===== config.mk =====
export PLATFORM = sky130hd
export DESIGN_NAME = ps2_rx_frontend_flat
export DESIGN_NICKNAME = d
export VERILOG_FILES = /design/src/rtl/ps2_rx_frontend_if.sv /design/src/rtl/ps2_rx_frontend.sv /design/src/flat_wrapper.sv
export SDC_FILE = /design/constraint.sdc
export NUM_CORES = 1
export LEC_CHECK = 0
export ABC_CLOCK_PERIOD_IN_PS = 2300
export CORE_ASPECT_RATIO = 2
export CORE_MARGIN = 4
export CORE_UTILIZATION = 30
export DETAILED_ROUTE_END_ITERATION = 10
export GPL_TIMING_DRIVEN = 0
export SLEW_MARGIN = 10
export SYNTH_ARGS = -nofsm -noshare
export SYNTH_HDL_FRONTEND = slang
export SYNTH_SLANG_ARGS = --single-unit

===== constraint.sdc =====
create_clock -name CLK -period 2.3 [get_ports CLK]
set_input_delay 0.69 -clock CLK [delete_from_list [all_inputs] [get_ports CLK]]
set_output_delay 0.69 -clock CLK [all_outputs]
set_load 0.1 [all_outputs]

===== src/rtl/ps2_rx_frontend_if.sv =====
// ps2_rx_frontend_if: valid/ready code bus from the PS/2 receiver to the scan-code translator
//   CODE_DATA  set-2 code byte with prefixes stripped
//   CODE_BREAK code was preceded by F0
//   CODE_EXT   code was preceded by E0
//   CODE_VALID holding register full
//   CODE_READY consumer accepts on a rising clock edge while CODE_VALID is high
interface ps2_rx_frontend_if;
    logic [7:0] CODE_DATA;
    logic       CODE_BREAK;
    logic       CODE_EXT;
    logic       CODE_VALID;
    logic       CODE_READY;
    modport master (output CODE_DATA, CODE_BREAK, CODE_EXT, CODE_VALID, input CODE_READY);
    modport slave  (input CODE_DATA, CODE_BREAK, CODE_EXT, CODE_VALID, output CODE_READY);
endinterface


===== src/rtl/ps2_rx_frontend.sv =====
// ps2_rx_frontend: PS/2 set-2 frame receiver folding E0/F0 prefixes into flags on a code bus
//   CLK        system clock, rising edge
//   RESET      asynchronous active-high reset
//   PS2_CLK    keyboard clock line, asynchronous
//   PS2_DATA   keyboard data line, asynchronous
//   code       master side of the code holding register (data/break/ext/valid, ready in)
//   PARITY_ERR one-cycle pulse, bad parity
//   FRAME_ERR  one-cycle pulse, bad start/stop bit or inter-edge timeout
//   OVERRUN    one-cycle pulse, code dropped because the holding register was full
module ps2_rx_frontend #(
    parameter int SYNC_STAGES    = 2,
    parameter int TIMEOUT_CYCLES = 7500
) (
    input  logic                   CLK,
    input  logic                   RESET,
    input  logic                   PS2_CLK,
    input  logic                   PS2_DATA,
    ps2_rx_frontend_if.master      code,
    output logic                   PARITY_ERR,
    output logic                   FRAME_ERR,
    output logic                   OVERRUN
);
    localparam int TW = $clog2(TIMEOUT_CYCLES);
    typedef enum logic [1:0] {IDLE, DATA, PARITY, STOP} state_t;
    state_t state, state_n;
    logic [SYNC_STAGES-1:0] clk_sync, data_sync;
    logic          clk_prev, fall, din, timeout;
    logic [2:0]    cnt, cnt_n;
    logic [7:0]    sh, sh_n;
    logic          par, par_n, brk, brk_n, ext, ext_n;
    logic [TW-1:0] tcnt, tcnt_n;
    logic [7:0]    cdata, cdata_n;
    logic          cbrk, cbrk_n, cext, cext_n, cvalid, cvalid_n;
    logic          perr_n, ferr_n, ovr_n;
    // Sync flops reset low so a line already high after reset never looks like a falling edge.
    always_ff @(posedge CLK or posedge RESET) begin
        if (RESET) begin
            clk_sync  <= '0;
            data_sync <= '0;
            clk_prev  <= 1'b0;
        end else begin
            clk_sync  <= {clk_sync[SYNC_STAGES-2:0], PS2_CLK};
            data_sync <= {data_sync[SYNC_STAGES-2:0], PS2_DATA};
            clk_prev  <= clk_sync[SYNC_STAGES-1];
        end
    end
    assign fall    = clk_prev & ~clk_sync[SYNC_STAGES-1];
    assign din     = data_sync[SYNC_STAGES-1];
    assign timeout = (state != IDLE) && !fall && (tcnt == TW'(TIMEOUT_CYCLES - 1));
    always_ff @(posedge CLK or posedge RESET) begin
        if (RESET) begin
            state      <= IDLE;
            cnt        <= '0;
            sh         <= '0;
            par        <= 1'b0;
            brk        <= 1'b0;
            ext        <= 1'b0;
            tcnt       <= '0;
            cdata      <= '0;
            cbrk       <= 1'b0;
            cext       <= 1'b0;
            cvalid     <= 1'b0;
            PARITY_ERR <= 1'b0;
            FRAME_ERR  <= 1'b0;
            OVERRUN    <= 1'b0;
        end else begin
            state      <= state_n;
            cnt        <= cnt_n;
            sh         <= sh_n;
            par        <= par_n;
            brk        <= brk_n;
            ext        <= ext_n;
            tcnt       <= tcnt_n;
            cdata      <= cdata_n;
            cbrk       <= cbrk_n;
            cext       <= cext_n;
            cvalid     <= cvalid_n;
            PARITY_ERR <= perr_n;
            FRAME_ERR  <= ferr_n;
            OVERRUN    <= ovr_n;
        end
    end
    always_comb begin
        state_n  = state;
        cnt_n    = cnt;
        sh_n     = sh;
        par_n    = par;
        brk_n    = brk;
        ext_n    = ext;
        tcnt_n   = (fall || state == IDLE) ? '0 : tcnt + 1'b1;
        cdata_n  = cdata;
        cbrk_n   = cbrk;
        cext_n   = cext;
        cvalid_n = cvalid & ~code.CODE_READY;
        perr_n   = 1'b0;
        ferr_n   = 1'b0;
        ovr_n    = 1'b0;
        if (fall) begin
            case (state)
                IDLE: begin
                    state_n = din ? IDLE : DATA;
                    cnt_n   = '0;
                    ferr_n  = din;
                end
                DATA: begin
                    sh_n    = {din, sh[7:1]};
                    cnt_n   = cnt + 1'b1;
                    state_n = (cnt == 3'd7) ? PARITY : DATA;
                end
                PARITY: begin
                    par_n   = din;
                    state_n = STOP;
                end
                default: begin
                    state_n = IDLE;
                    if (!din) ferr_n = 1'b1;
                    else if (!(^{sh, par})) perr_n = 1'b1;
                    else if (sh == 8'hF0) brk_n = 1'b1;
                    else if (sh == 8'hE0) ext_n = 1'b1;
                    else begin
                        brk_n = 1'b0;
                        ext_n = 1'b0;
                        // A code loads if the register is empty or is being drained on this same edge.
                        if (!cvalid || code.CODE_READY) begin
                            cdata_n  = sh;
                            cbrk_n   = brk;
                            cext_n   = ext;
                            cvalid_n = 1'b1;
                        end else ovr_n = 1'b1;
                    end
                end
            endcase
        end else if (timeout) begin
            state_n = IDLE;
            ferr_n  = 1'b1;
        end
        if (perr_n || ferr_n) begin
            brk_n = 1'b0;
            ext_n = 1'b0;
        end
    end
    assign code.CODE_DATA  = cdata;
    assign code.CODE_BREAK = cbrk;
    assign code.CODE_EXT   = cext;
    assign code.CODE_VALID = cvalid;
endmodule

===== src/flat_wrapper.sv =====
// flat-port wrapper written by rule: the top's interface ports become plain ports
module ps2_rx_frontend_flat 
#(
    parameter int SYNC_STAGES    = 2,
    parameter int TIMEOUT_CYCLES = 7500
)
  (CLK, RESET, PS2_CLK, PS2_DATA, PARITY_ERR, FRAME_ERR, OVERRUN, code_CODE_DATA, code_CODE_BREAK, code_CODE_EXT, code_CODE_VALID, code_CODE_READY);
  ps2_rx_frontend_if code_i ();
  input  logic CLK;
  input  logic RESET;
  input  logic PS2_CLK;
  input  logic PS2_DATA;
  output logic PARITY_ERR;
  output logic FRAME_ERR;
  output logic OVERRUN;
  output wire logic [$bits(code_i.CODE_DATA)-1:0] code_CODE_DATA;
  output wire logic [$bits(code_i.CODE_BREAK)-1:0] code_CODE_BREAK;
  output wire logic [$bits(code_i.CODE_EXT)-1:0] code_CODE_EXT;
  output wire logic [$bits(code_i.CODE_VALID)-1:0] code_CODE_VALID;
  input wire logic [$bits(code_i.CODE_READY)-1:0] code_CODE_READY;
  assign code_CODE_DATA = code_i.CODE_DATA;
  assign code_CODE_BREAK = code_i.CODE_BREAK;
  assign code_CODE_EXT = code_i.CODE_EXT;
  assign code_CODE_VALID = code_i.CODE_VALID;
  assign code_i.CODE_READY = code_CODE_READY;
  ps2_rx_frontend #(.SYNC_STAGES(SYNC_STAGES), .TIMEOUT_CYCLES(TIMEOUT_CYCLES)) u_core (.CLK(CLK), .RESET(RESET), .PS2_CLK(PS2_CLK), .PS2_DATA(PS2_DATA), .code(code_i), .PARITY_ERR(PARITY_ERR), .FRAME_ERR(FRAME_ERR), .OVERRUN(OVERRUN));
endmodule

Word level (Yosys, flattened, before mapping):

Cells that the tools add are included.

* equal/unequal tests: 9
* mux-type cells: 43
* add/sub/neg operators: 2
* reduce and logical (&&, ||, !) cells: 23
* bitwise logic cells: 7

Operators with widths (count)
* $mux W1: 36
* $eq A8 B8 Y1 const B: 2
* $add A13 B1 Y13 const B: 1
* $eq A13 B13 Y1 const B: 1
* $mux W13: 1
* $reduce_bool A2 Y1: 6
* $reduce_and A5 Y1: 2
* $reduce_xor A9 Y1: 1
* $reduce_and A7 Y1: 1
* $mux W2: 3
* $pmux W2 S3: 1
* $pmux W3 S2: 1
* $reduce_and A2 Y1: 3
* $not A1 Y1: 5
* $add A3 B1 Y3 const B: 1
* $eq A3 B3 Y1 const B: 1
* $logic_or A1 B1 Y1: 3
* $ne A3 B2 Y1 const B: 1
* $reduce_or A3 Y1: 1
* $and A1 B1 Y1: 2
* $eq A2 B1 Y1 const B: 1
* $eq A2 B2 Y1 const B: 1
* $logic_and A1 B1 Y1: 2
* $logic_not A1 Y1: 2
* 5 further kinds: 5

* register bits: 48

Depth between registers and ports, before layout:

Gate-level depths: netlist of run 1.

* word-level depth: 10
* gate-level depth with buffers: 6
* gate-level depth less buffers: 6

Least setup slack after synthesis of run 1:

No wires, ideal clock.

* path kind: reg-to-reg
* from: reg u_core.cvalid (netlist: u_core.code.CODE_VALID)
* to: reg u_core.cbrk (netlist: u_core.code.CODE_BREAK)
* data required time: 2.174 ns
* stages on the path, launching flop included: 4
* clock period less this slack: 1.806 ns
* path buffers: 0
* library setup time: 0.126 ns
* arrival time: 1.680 ns
* setup slack: 0.494 ns
* cell sequence: dfrtp_1 nand2b_1 nand3_4 mux2_2

* cells in the longest elaborated chain, start to end: 3

RTL lines
* from (decl): line ps2_rx_frontend.sv:33 `logic cbrk, cbrk_n, cext, cext_n, cvalid, cvalid_n;`
* from (signal assigned): line ps2_rx_frontend.sv:77 `cvalid <= cvalid_n;`
* $logic_not A1 Y1: line ps2_rx_frontend.sv:124 `if (!cvalid || code.CODE_READY) begin`
* $logic_or A1 B1 Y1: line ps2_rx_frontend.sv:124
* $reduce_and A7 Y1 (no line)
* to (signal assigned): line ps2_rx_frontend.sv:75 `cbrk <= cbrk_n;`
* to (decl): line ps2_rx_frontend.sv:33

Every way passes these cells.
A chain may end at the register's enable or synchronous reset.

Final worst setup path of run 1:

* from: reg u_core.cvalid (netlist: u_core.code.CODE_VALID)
* to: out code_CODE_VALID

RTL lines
* to (decl): line flat_wrapper.sv:19 `output wire logic [$bits(code_i.CODE_VALID)-1:0] code_CODE_VALID;`

No word-level cell between the ends.

==> impl_summary.log, run 1 <==
INFO  metric outcome = finished, final reports clean
INFO  metric ff2ff_path_depth = 5
INFO  metric p_switching = 631.1 uW
INFO  metric rr_startpoint = u_core.sh[4]
INFO  metric min_path_cells = 0
INFO  metric critical_path_depth = 1
INFO  metric finClkSkew = 0.009295 ns
INFO  metric synth_compound_area_share = 3.611%
INFO  metric synth.area.mux_share = 10.47%
INFO  metric row_count = 42
INFO  metric initialDrtViolationCount = 61
INFO  metric cp_bufs_invs = 1
INFO  metric crit_type = flop to output pin
INFO  metric grt.overflow.total = 0
INFO  metric ys_warn_count = 0
INFO  metric cts.path.max_buffers = 2
INFO  metric die_x = 66.38 um
INFO  metric grt_pass1_wl = 6.679 mm
INFO  metric hpwl = 2.674 mm
INFO  metric timing_worst_slew_pin_value = 0.9630 ns
INFO  metric inserted_clock_buffers = 5
INFO  metric hold_path_end = u_core.clk_sync[1]
INFO  metric arrival_time_of_data_at_the_critical_path_endpoint = 1.50 ns
INFO  metric worst_setup_hold_path_clk_slew = 0.06 ns
INFO  metric grt_start_max_net_pins = 37
INFO  metric firstDrtPassIters = 4
INFO  metric syn_inst = 170
INFO  metric timing.final.hold_violations = 0
INFO  metric synth_ff_type = sky130_fd_sc_hd__dfrtp_1
INFO  metric drive_above_1_share = 16.24%
INFO  metric cellPowerDensity = 921.6 mW/mm^2
INFO  metric cp_slowest_stage_delay = 0.86 ns
INFO  metric synth.top_cells.by_area = sky130_fd_sc_hd__dfrtp_1, sky130_fd_sc_hd__mux2_2, sky130_fd_sc_hd__nor2_1, sky130_fd_sc_hd__xor2_1, sky130_fd_sc_hd__xnor2_1
INFO  metric critical_path.slowest_cell = sky130_fd_sc_hd__dlygate4sd2_1
INFO  metric ios = 19
INFO  metric clock_sink_count = 48
INFO  metric cts.repair_timing.setup_buffer_count = 0
INFO  metric die_y = 124.7 um
INFO  metric path_cells = dlygate4sd2_1
INFO  metric initial_antenna_violation_count = 0
INFO  metric cts.htree.levels = 2
INFO  metric clk_latency = 0.30 ns
INFO  metric cap_viol_max_count = 0
INFO  metric setup.worst_path.end_class = output pin
INFO  metric yosys_register_bits = 48
INFO  metric via_count = 1,294
INFO  metric synth_top_family_by_area = simple AND/OR/NAND/NOR gates
INFO  metric initial_core_util = 30.88%
INFO  metric post-route-period-util = 95.00%
INFO  metric antennaDiodeCount = 0
INFO  metric routed_antenna_nets = 0
INFO  metric cp.required = 1.61 ns
INFO  metric rsz0062_at_grt = false
INFO  metric cp-start-kind = flop
INFO  metric number_of_flops_mapped_to_enable_cells_by_yosys = 0
INFO  metric totalWireLength = 3.615 mm
INFO  metric first_global_vias = 1,437
INFO  metric cell_internal_pwr = 1677 uW
INFO  metric post-synth-top-area-cell = sky130_fd_sc_hd__dfrtp_1
INFO  metric syn-mean-instance-area = 12.03 um^2
INFO  metric layout_common_cells = sky130_fd_sc_hd__dfrtp_1, sky130_fd_sc_hd__nor2_1, sky130_fd_sc_hd__mux2_2, sky130_fd_sc_hd__dlygate4sd2_1, sky130_fd_sc_hd__nand2_1
INFO  metric totalPowerFinal = 2308 uW
INFO  metric area_growth_syn_to_layout = 22.52%
INFO  metric finalMaxSlewViolations = 0
INFO  metric power.static_leakage = 0.001214 uW
INFO  metric max_freq = 457.7 MHz
INFO  metric number_of_failing_setup_endpoints_in_the_final_timing_report = 0
INFO  metric hold_slack = 0.3497 ns
INFO  metric post_synth_fa_ha_maj_area_fraction = 1.836%
INFO  metric ys_async_sr_fraction = 100.0%
INFO  metric switching_share = 27.34%
INFO  metric synth-seq-area-share = 58.75%
INFO  metric worstPathMaxFanout = 2
INFO  metric final_core_occ = 37.83%
INFO  metric synth_fp_nets = 178
INFO  metric reg2reg_setup_slack = 0.30 ns
INFO  metric part_of_the_total_power_dissipated_in_sequential_elements = 43.8%
INFO  metric timing.rr.end = u_core.code.CODE_DATA[2]
INFO  metric cts_hold_buffers = 0
INFO  metric n_fill_cell = 683
INFO  metric wl_per_cell = 12.68 um
INFO  metric cts_tree = done
INFO  metric buffer_cell_driving_the_clock_tree_root = sky130_fd_sc_hd__clkbuf_16
INFO  metric synth_xor_area_share = 8.323%
INFO  metric post_synth_and_or_nand_nor_area_fraction = 15.54%
INFO  metric min_from = u_core.clk_sync[0]
INFO  metric slew-limit-headroom = 36.05%
INFO  metric cp_top_family = buffers and inverters
INFO  metric buffer_ports.inserted = 18
INFO  metric power.combinational.fraction = 20.5%
INFO  metric core_area = 0.006621 mm^2
INFO  metric synth.cell_area = 0.002044 mm^2
INFO  metric power.share.clock = 35.7%
INFO  metric min-delay-path-class = flop to flop
INFO  metric fp.dieArea = 0.008280 mm^2
INFO  metric final_routed_drc_violation_total = 0
INFO  metric peakVddDrop = 0.3786 mV
INFO  metric grtUsageTotal = 10.52%
INFO  metric netlist.area_leader.share = 58.75%
INFO  metric final_period_minus_worst_setup_slack = 2.185 ns
INFO  metric yosysUniqueCellTypes = 30
INFO  metric gp_routability_congestion = 0.7402
INFO  metric layout.cells.most_common = sky130_fd_sc_hd__dfrtp_1
INFO  metric post_drt_via_cell_ratio = 4.540
INFO  metric design.final.nets = 204
==> what timing repair did <==
| item | in CTS | in global routing |
|---|---|---|
| gates resized for setup | 14 | 0 |
| hold endpoints to repair | 0 | 0 |
| endpoints found under the setup margin | 14 | 0 |
==> worst max-delay path by stage <==
stage / startpoint / to / slack (ns)
global route: u_core.code.CODE_VALID / code_CODE_VALID / 0.08
finish: u_core.code.CODE_VALID / code_CODE_VALID / 0.11
global placement: RESET / u_core.code.CODE_DATA[2] / -0.50
detailed placement: u_core.code.CODE_VALID / code_CODE_VALID / 0.13
floorplan: RESET / u_core.FRAME_ERR / 0.47
CTS: u_core.code.CODE_VALID / code_CODE_VALID / 0.09
==> per-layer routing <==
layer	GRT usage, %	vias to the layer above	wire length [um]
li1	-	630	-
met1	9.787	639	1215
met2	19.74	19	2165
met3	2.978	6	144
met4	5.030	0	90
met5	0	-	0
==> through the flow <==
stage	worst slack, ns	std cells	TNS, ns	instance area, um^2
floorplan	0.4655	170	0	2044
global placement	-0.4987	276	-23.81	2335
detailed placement	0.1313	277	0	2355
CTS	0.09151	285	0	2505
global route	0.07626	285	0	2505
finish	0.1149	285	0	2505
==> layout make-up <==
class / instances / area, um^2 / share of cell area [%]
Multi-Input combinational cell: 114 / 813.3 / 32.47
Buffer: 4 / 15.01 / 0.5994
Tap cell: 88 / 110.1 / 4.396
Inverter: 4 / 15.01 / 0.5994
Sequential cell: 48 / 1201 / 47.95
Clock inverter: 3 / 42.54 / 1.698
Clock buffer: 5 / 125.1 / 4.995
Timing Repair Buffer: 19 / 182.7 / 7.293
==> cells by family (layout without fill, tap and decap cells) <==
| family | Yosys count | in the layout |
|---|---|---|
| simple gates | 62 | 62 |
| flops | 48 | 48 |
| mux | 19 | 19 |
| xor+xnor | 17 | 17 |
| compound gates | 13 | 13 |
| buf+inv | 8 | 35 |
| fa+ha+maj | 3 | 3 |
==> Yosys cell counts, types with 3 or more instances <==
cell type,count
sky130_fd_sc_hd__nand2b_1,3
sky130_fd_sc_hd__nand3_1,7
sky130_fd_sc_hd__inv_1,4
sky130_fd_sc_hd__o21ai_0,7
sky130_fd_sc_hd__nand2_1,12
sky130_fd_sc_hd__clkbuf_1,4
sky130_fd_sc_hd__xnor2_1,7
sky130_fd_sc_hd__mux2_2,19
sky130_fd_sc_hd__dfrtp_1,48
sky130_fd_sc_hd__nor4_1,3
sky130_fd_sc_hd__xor2_1,8
sky130_fd_sc_hd__nor2_1,22
sky130_fd_sc_hd__ha_1,3
sky130_fd_sc_hd__nand4_1,3
==> power groups by stage <==
stage	combinational (uW)	sequential [uW]	clock [uW]
2_1_floorplan	397	1010	0
3_3_place_gp	464	1030	0
3_5_place_dp	484	1030	0
4_1_cts	485	1010	854
5_1_grt	531	1020	882
6_report	473	1010	825
==> registers in the layout, indices dropped and copies added (netlist names), 2 cells and up <==
register	cells
u_core.code.CODE_DATA	8
u_core.tcnt	13
u_core.clk_sync	2
u_core.state	2
u_core.cnt	3
u_core.sh	8
u_core.data_sync	2
(Power assumes the default switching activity.)
==> run 2, diff against run 1 <==
CTS_CLUSTER_DIAMETER = 50   (was unset)
==> results of run 2 <==
Final layout, timing and power as in run 1 (identical DEF).
==> run 3, diff against run 2 <==
CTS_CLUSTER_DIAMETER = unset   (was 50)
==> results of run 3 <==
Final layout, timing and power as in run 1 (identical DEF).
